--- config.mk ---
export PLATFORM = sky130hd
export DESIGN_NAME = memory_stage
export DESIGN_NICKNAME = d
export VERILOG_FILES = /design/src/rtl/memory_stage.sv
export SDC_FILE = /design/constraint.sdc
export NUM_CORES = 1
export LEC_CHECK = 0
export CAP_MARGIN = 0
export CORE_MARGIN = 10
export CORE_UTILIZATION = 42
export CTS_CLUSTER_SIZE = 20
export DETAILED_ROUTE_END_ITERATION = 16
export GPL_TIMING_DRIVEN = 0
export HOLD_SLACK_MARGIN = 0.15
export PLACE_DENSITY = 0.82
export SLEW_MARGIN = 40
export SYNTH_ARGS = -nofsm -noshare
export SYNTH_HDL_FRONTEND = slang
export SYNTH_SLANG_ARGS = --single-unit
--- constraint.sdc ---
create_clock -name clk -period 12.2 [get_ports clk]
set_clock_uncertainty 0.2 [all_clocks]
set_input_delay 2.44 -clock clk [delete_from_list [all_inputs] [get_ports clk]]
set_output_delay 2.44 -clock clk [all_outputs]
set_load 0.01 [all_outputs]
--- src/rtl/memory_stage.sv ---
// memory_stage: MEM pipeline stage.
// Holds the execute-to-memory register, runs loads/stores over a
// valid/data_ok data-bus handshake, stalls upstream while an access is
// outstanding, resolves branches and drives the writeback register.
// Ports:
//   clk, reset                 clock, asynchronous active-high reset
//   e_*                        execute-stage results entering this stage
//   dreq_*, dresp_*            data-bus request / response
//   m_stall                    hold fetch/decode/execute registers
//   pc_src, pc_branch          taken-branch redirect
//   fwd_*                      forwarding source for the execute stage
//   w_*                        memory-to-writeback register
//   bus_err                    sticky bus-timeout flag
module memory_stage #(
  parameter int unsigned STALL_LIMIT = 0
) (
  input  logic        clk,
  input  logic        reset,
  input  logic        e_valid,
  input  logic [31:0] e_alu_result,
  input  logic [31:0] e_write_data,
  input  logic [4:0]  e_write_reg,
  input  logic        e_reg_write,
  input  logic        e_mem_to_reg,
  input  logic        e_mem_write,
  input  logic        e_branch,
  input  logic        e_zero,
  input  logic [31:0] e_pc_branch,
  output logic        dreq_valid,
  output logic [31:0] dreq_addr,
  output logic [3:0]  dreq_strobe,
  output logic [31:0] dreq_data,
  input  logic        dresp_data_ok,
  input  logic [31:0] dresp_data,
  output logic        m_stall,
  output logic        pc_src,
  output logic [31:0] pc_branch,
  output logic [31:0] fwd_aluout,
  output logic [4:0]  fwd_write_reg,
  output logic        fwd_reg_write,
  output logic        w_valid,
  output logic [31:0] w_alu_result,
  output logic [31:0] w_read_data,
  output logic [4:0]  w_write_reg,
  output logic        w_reg_write,
  output logic        w_mem_to_reg,
  output logic        bus_err
);

  localparam int unsigned XLEN  = 32;
  localparam int unsigned REG_W = 5;
  localparam int unsigned CNT_W = 32;

  typedef enum logic {S_IDLE, S_WAIT} state_e;

  state_e             state_q, state_d;
  logic [CNT_W-1:0]   wait_cnt_q, wait_cnt_d;
  logic               bus_err_q, bus_err_d;

  logic               m_valid_q, m_valid_d;
  logic [XLEN-1:0]    m_alu_result_q, m_alu_result_d;
  logic [XLEN-1:0]    m_write_data_q, m_write_data_d;
  logic [REG_W-1:0]   m_write_reg_q, m_write_reg_d;
  logic               m_reg_write_q, m_reg_write_d;
  logic               m_mem_to_reg_q, m_mem_to_reg_d;
  logic               m_mem_write_q, m_mem_write_d;
  logic               m_branch_q, m_branch_d;
  logic               m_zero_q, m_zero_d;
  logic [XLEN-1:0]    m_pc_branch_q, m_pc_branch_d;

  logic               w_valid_q, w_valid_d;
  logic [XLEN-1:0]    w_alu_result_q, w_alu_result_d;
  logic [XLEN-1:0]    w_read_data_q, w_read_data_d;
  logic [REG_W-1:0]   w_write_reg_q, w_write_reg_d;
  logic               w_reg_write_q, w_reg_write_d;
  logic               w_mem_to_reg_q, w_mem_to_reg_d;

  logic               mem_op;
  logic               mem_done;

  // A request is outstanding whenever a valid load/store sits in the stage.
  assign mem_op   = m_valid_q & (m_mem_to_reg_q | m_mem_write_q);
  assign mem_done = mem_op & dresp_data_ok;
  assign m_stall  = mem_op & ~dresp_data_ok;

  // Bus request driven straight from the held stage register.
  assign dreq_valid  = mem_op;
  assign dreq_addr   = {m_alu_result_q[XLEN-1:2], 2'b00};
  assign dreq_strobe = (mem_op & m_mem_write_q) ? 4'hF : 4'h0;
  assign dreq_data   = m_write_data_q;

  // Branch redirect only in the cycle the instruction leaves the stage.
  assign pc_src    = m_valid_q & m_branch_q & m_zero_q & ~m_stall;
  assign pc_branch = m_pc_branch_q;

  assign fwd_aluout    = m_alu_result_q;
  assign fwd_write_reg = m_write_reg_q;
  assign fwd_reg_write = m_valid_q & m_reg_write_q;

  assign w_valid      = w_valid_q;
  assign w_alu_result = w_alu_result_q;
  assign w_read_data  = w_read_data_q;
  assign w_write_reg  = w_write_reg_q;
  assign w_reg_write  = w_reg_write_q;
  assign w_mem_to_reg = w_mem_to_reg_q;
  assign bus_err      = bus_err_q;

  // Handshake FSM, wait counter and sticky timeout flag.
  always_comb begin
    state_d    = state_q;
    wait_cnt_d = wait_cnt_q;
    bus_err_d  = bus_err_q;
    case (state_q)
      S_IDLE: if (m_stall) state_d = S_WAIT;
      S_WAIT: begin
        if (dresp_data_ok) begin
          state_d = S_IDLE;
        end else if (wait_cnt_q != {CNT_W{1'b1}}) begin
          wait_cnt_d = wait_cnt_q + CNT_W'(1);
        end
      end
      default: state_d = S_IDLE;
    endcase
    if (mem_done) wait_cnt_d = '0;
    if ((STALL_LIMIT != 0) && (wait_cnt_d >= CNT_W'(STALL_LIMIT))) bus_err_d = 1'b1;
  end

  // Stage register: advances only when not stalled.
  always_comb begin
    m_valid_d      = m_valid_q;
    m_alu_result_d = m_alu_result_q;
    m_write_data_d = m_write_data_q;
    m_write_reg_d  = m_write_reg_q;
    m_reg_write_d  = m_reg_write_q;
    m_mem_to_reg_d = m_mem_to_reg_q;
    m_mem_write_d  = m_mem_write_q;
    m_branch_d     = m_branch_q;
    m_zero_d       = m_zero_q;
    m_pc_branch_d  = m_pc_branch_q;
    if (!m_stall) begin
      m_valid_d      = e_valid;
      m_alu_result_d = e_alu_result;
      m_write_data_d = e_write_data;
      m_write_reg_d  = e_write_reg;
      m_reg_write_d  = e_reg_write;
      m_mem_to_reg_d = e_mem_to_reg;
      m_mem_write_d  = e_mem_write;
      m_branch_d     = e_branch;
      m_zero_d       = e_zero;
      m_pc_branch_d  = e_pc_branch;
    end
  end

  // Writeback register: bubble while stalled, load data captured on completion.
  always_comb begin
    w_valid_d      = 1'b0;
    w_alu_result_d = w_alu_result_q;
    w_read_data_d  = w_read_data_q;
    w_write_reg_d  = w_write_reg_q;
    w_reg_write_d  = w_reg_write_q;
    w_mem_to_reg_d = w_mem_to_reg_q;
    if (!m_stall) begin
      w_valid_d      = m_valid_q;
      w_alu_result_d = m_alu_result_q;
      w_read_data_d  = (m_valid_q & m_mem_to_reg_q) ? dresp_data : '0;
      w_write_reg_d  = m_write_reg_q;
      w_reg_write_d  = m_reg_write_q;
      w_mem_to_reg_d = m_mem_to_reg_q;
    end
  end

  always_ff @(posedge clk or posedge reset) begin
    if (reset) begin
      state_q        <= S_IDLE;
      wait_cnt_q     <= '0;
      bus_err_q      <= 1'b0;
      m_valid_q      <= 1'b0;
      m_alu_result_q <= '0;
      m_write_data_q <= '0;
      m_write_reg_q  <= '0;
      m_reg_write_q  <= 1'b0;
      m_mem_to_reg_q <= 1'b0;
      m_mem_write_q  <= 1'b0;
      m_branch_q     <= 1'b0;
      m_zero_q       <= 1'b0;
      m_pc_branch_q  <= '0;
      w_valid_q      <= 1'b0;
      w_alu_result_q <= '0;
      w_read_data_q  <= '0;
      w_write_reg_q  <= '0;
      w_reg_write_q  <= 1'b0;
      w_mem_to_reg_q <= 1'b0;
    end else begin
      state_q        <= state_d;
      wait_cnt_q     <= wait_cnt_d;
      bus_err_q      <= bus_err_d;
      m_valid_q      <= m_valid_d;
      m_alu_result_q <= m_alu_result_d;
      m_write_data_q <= m_write_data_d;
      m_write_reg_q  <= m_write_reg_d;
      m_reg_write_q  <= m_reg_write_d;
      m_mem_to_reg_q <= m_mem_to_reg_d;
      m_mem_write_q  <= m_mem_write_d;
      m_branch_q     <= m_branch_d;
      m_zero_q       <= m_zero_d;
      m_pc_branch_q  <= m_pc_branch_d;
      w_valid_q      <= w_valid_d;
      w_alu_result_q <= w_alu_result_d;
      w_read_data_q  <= w_read_data_d;
      w_write_reg_q  <= w_write_reg_d;
      w_reg_write_q  <= w_reg_write_d;
      w_mem_to_reg_q <= w_mem_to_reg_d;
    end
  end

endmodule

==> results.sh <==
export IMPL_status="complete, no violations"
export IMPL_critPathTopFamily="buffers and inverters"
export IMPL_min_to="m_zero_q"
export IMPL_path_buf_inv=5
export IMPL_dpl_worst_slack_ns=5.51
export IMPL_hold_buffers=0
export IMPL_htree_levels=4
export IMPL_numCtsBuffers=17
export IMPL_drc=0
export IMPL_final_max_slew_viol_count=0
export IMPL_setup_ws_ns=5.54
export IMPL_num_fill_cells=1323
export IMPL_ant_nets=0
export IMPL_grt_overflow=0
export IMPL_whs_path_depth=1
export IMPL_ios=356
export IMPL_dp_cells=1087
export IMPL_post_cts_resized=0
export IMPL_grt_usage_pct=20.0
export IMPL_crit_path_max_incr_delay_ns=0.55
export IMPL_synth_top_area_share_pct=58.9
export IMPL_r2r_start="m_valid_q"
export IMPL_yosysWarnings=0
export IMPL_clockBufferDepth=2
export IMPL_multiInputGateArea_um2=2580
export IMPL_grt_use_met2_pct=33.6
export IMPL_synth_seq_area_share_pct=58.9
export IMPL_row_count=49
export IMPL_synthFlopType="dfrtp_1"
export IMPL_yosys_area_top_type="dfrtp_1"
export IMPL_grt_pass1_wl_um=37200
export IMPL_syn_cell_area_um2=7600
export IMPL_slowest_stage="clkdlybuf4s50_1"
export IMPL_die_area_um2=23900
export IMPL_setup_viol=0
export IMPL_rr_worst_depth=7
export IMPL_worst_path_max_fanout=10
export IMPL_routedWlPerCell_um=21.8
export IMPL_place_hpwl_um=18800
export IMPL_maxCapViolCount=0
export IMPL_hold_class="register to register"
export IMPL_ys_ff_latch=179
export IMPL_avgSynthCellArea_um2=15.1
export IMPL_synth_edf_count=0
export IMPL_fmax_mhz=150
export IMPL_clk_pin_slew_ns=0.07
export IMPL_post_cts_setup_buffers=0
export IMPL_instances_no_fill=1119
export IMPL_nNetsFinal=1019
export IMPL_p_per_area_nw_per_um2=142
export IMPL_crit_chain="buf_4 > nor2b_4 > and2b_1 > buf_6 > buf_8 > buf_12 > clkdlybuf4s50_1"
export IMPL_start_kind="input port"
export IMPL_crit_type="input port to output pin"
export IMPL_grt_max_degree=81
export IMPL_cp_arrival_ns=4.02
export IMPL_tns_ns=0
export IMPL_rrSetupSlack_ns=10.19
export IMPL_leakage_nw=5.20
export IMPL_start_util_pct=42.5
export IMPL_vias=5432
export IMPL_insertion_delay_ns=0.43
export IMPL_finalPower_mw=1.71
export IMPL_fp_dieH_um=155
export IMPL_synthToLayoutAreaGrowth_pct=58.8
export IMPL_worstSetupEndpointType="output pin"
export IMPL_cts_root_buf="clkbuf_16"
export IMPL_fin_crit_sh_pct=54.6
export IMPL_hold_viol=0
export IMPL_antenna_found_initial=0
export IMPL_synthCells=503
export IMPL_synthArstFlopShare_pct=100
export IMPL_synth_area_leaders="dfrtp_1 59%, mux2_2 12%, mux2_4 11%"
export IMPL_final_min_clock_period_ns=6.66
export IMPL_io_buffers=351
export IMPL_dr_pass1_iters=4
export IMPL_die_w_um=155
export IMPL_wirelength_um=24300
export IMPL_dr_first_iter_drc_count=170
export IMPL_required_ns=9.56
export IMPL_grt_setup_unrepaired="no"
export IMPL_cts_tree="built"
export IMPL_core_um2=17900
export IMPL_synth_distinct_cells=28
export IMPL_vdd_ir_drop_max_mv=0.157
export IMPL_grt_pass1_vias=6112
export IMPL_hp_start="m_zero_q"
export IMPL_routabilityCongestion=0.758
export IMPL_viasPerCell=4.85
export IMPL_antennaDiodeCount=0
export IMPL_drive_above_1_share_pct=26.5
export IMPL_clock_sinks=179
export IMPL_grt_busiest_layer="met2"
export IMPL_regArea_um2=4480
export IMPL_use_met1_pct=21.4
export IMPL_r2r_end="fwd_write_reg[0]"
export IMPL_met3_usage_pct=11.5
## final cells by class
| cell class | count | share of cell area (%) |
|---|---|---|
| Sequential cell | 179 | 37.1 |
| Tap cell | 229 | 2.37 |
| Clock buffer | 18 | 3.64 |
| Clock inverter | 14 | 1.37 |
| Timing Repair Buffer | 353 | 29.5 |
| Multi-Input combinational cell | 258 | 21.4 |
| Buffer | 66 | 4.51 |
| Inverter | 2 | 0.124 |
## synth_stat cells, types with 2 or more instances
| master | number |
|---|---|
| nand2_1 | 34 |
| buf_12 | 6 |
| buf_4 | 45 |
| mux2_2 | 84 |
| and2_1 | 2 |
| clkbuf_1 | 8 |
| o22ai_1 | 31 |
| mux2i_1 | 32 |
| dfrtp_1 | 179 |
| buf_6 | 2 |
| inv_1 | 2 |
| mux2_4 | 58 |
| a21oi_1 | 2 |
| a22o_1 | 2 |
| buf_2 | 3 |
## metrics by stage
step	hold WS, ns	utilization (%)	cell area (µm²)
3_3_place_gp	0.282	63.7	11400
3_5_place_dp	0.287	64.1	11500
2_1_floorplan	0.271	-	7610
4_1_cts	0.304	67.5	12100
6_report	0.297	67.5	12100
5_1_grt	0.317	67.5	12100
## per-layer routing
metal	up-vias	routed length, µm
met5	-	0
met4	0	337
met3	26	2910
met2	247	12300
met1	2691	8850
li1	2468	-
## cells in the final DEF, fill, tap and decap left out, types with 3 or more instances in the layout
cell type        instances
buf_12                   6
clkinv_4                 3
clkbuf_16               17
clkdlybuf4s50_1        351
clkbuf_1                 8
mux2i_1                 32
inv_8                    4
buf_2                    3
mux2_2                  84
o22ai_1                 31
buf_4                   45
inv_6                    4
mux2_4                  58
nand2_1                 34
conb_1                   3
dfrtp_1                179
## where the power goes
group,switching (mW),total (mW),internal (mW)
Sequential,0.0485,0.709,0.660
Combinational,0.166,0.443,0.277
Clock,0.261,0.560,0.298
Total,0.476,1.71,1.24
## worst max path at each step
stage | start | end | slack, ns | depth (start not counted)
after floorplan | reset | dreq_data[0] | 4.70 | 1
after global placement | reset | w_alu_result[6] | 2.22 | 2
after detailed placement | dresp_data_ok | m_stall | 5.51 | 7
after CTS | dresp_data_ok | m_stall | 5.50 | 7
after global routing | dresp_data_ok | m_stall | 5.43 | 7
final | dresp_data_ok | m_stall | 5.54 | 7
## logic make-up after synthesis
group | Yosys count | share of synthesized area (%)
flip-flops | 179 | 58.9
multiplexers | 174 | 28.1
buffers and inverters | 68 | 7.26
AND/OR/NAND/NOR | 44 | 2.60
AO/OA/AOI/OAI | 37 | 3.08
other | 1 | 0.0493
(Power assumes the default switching activity.)
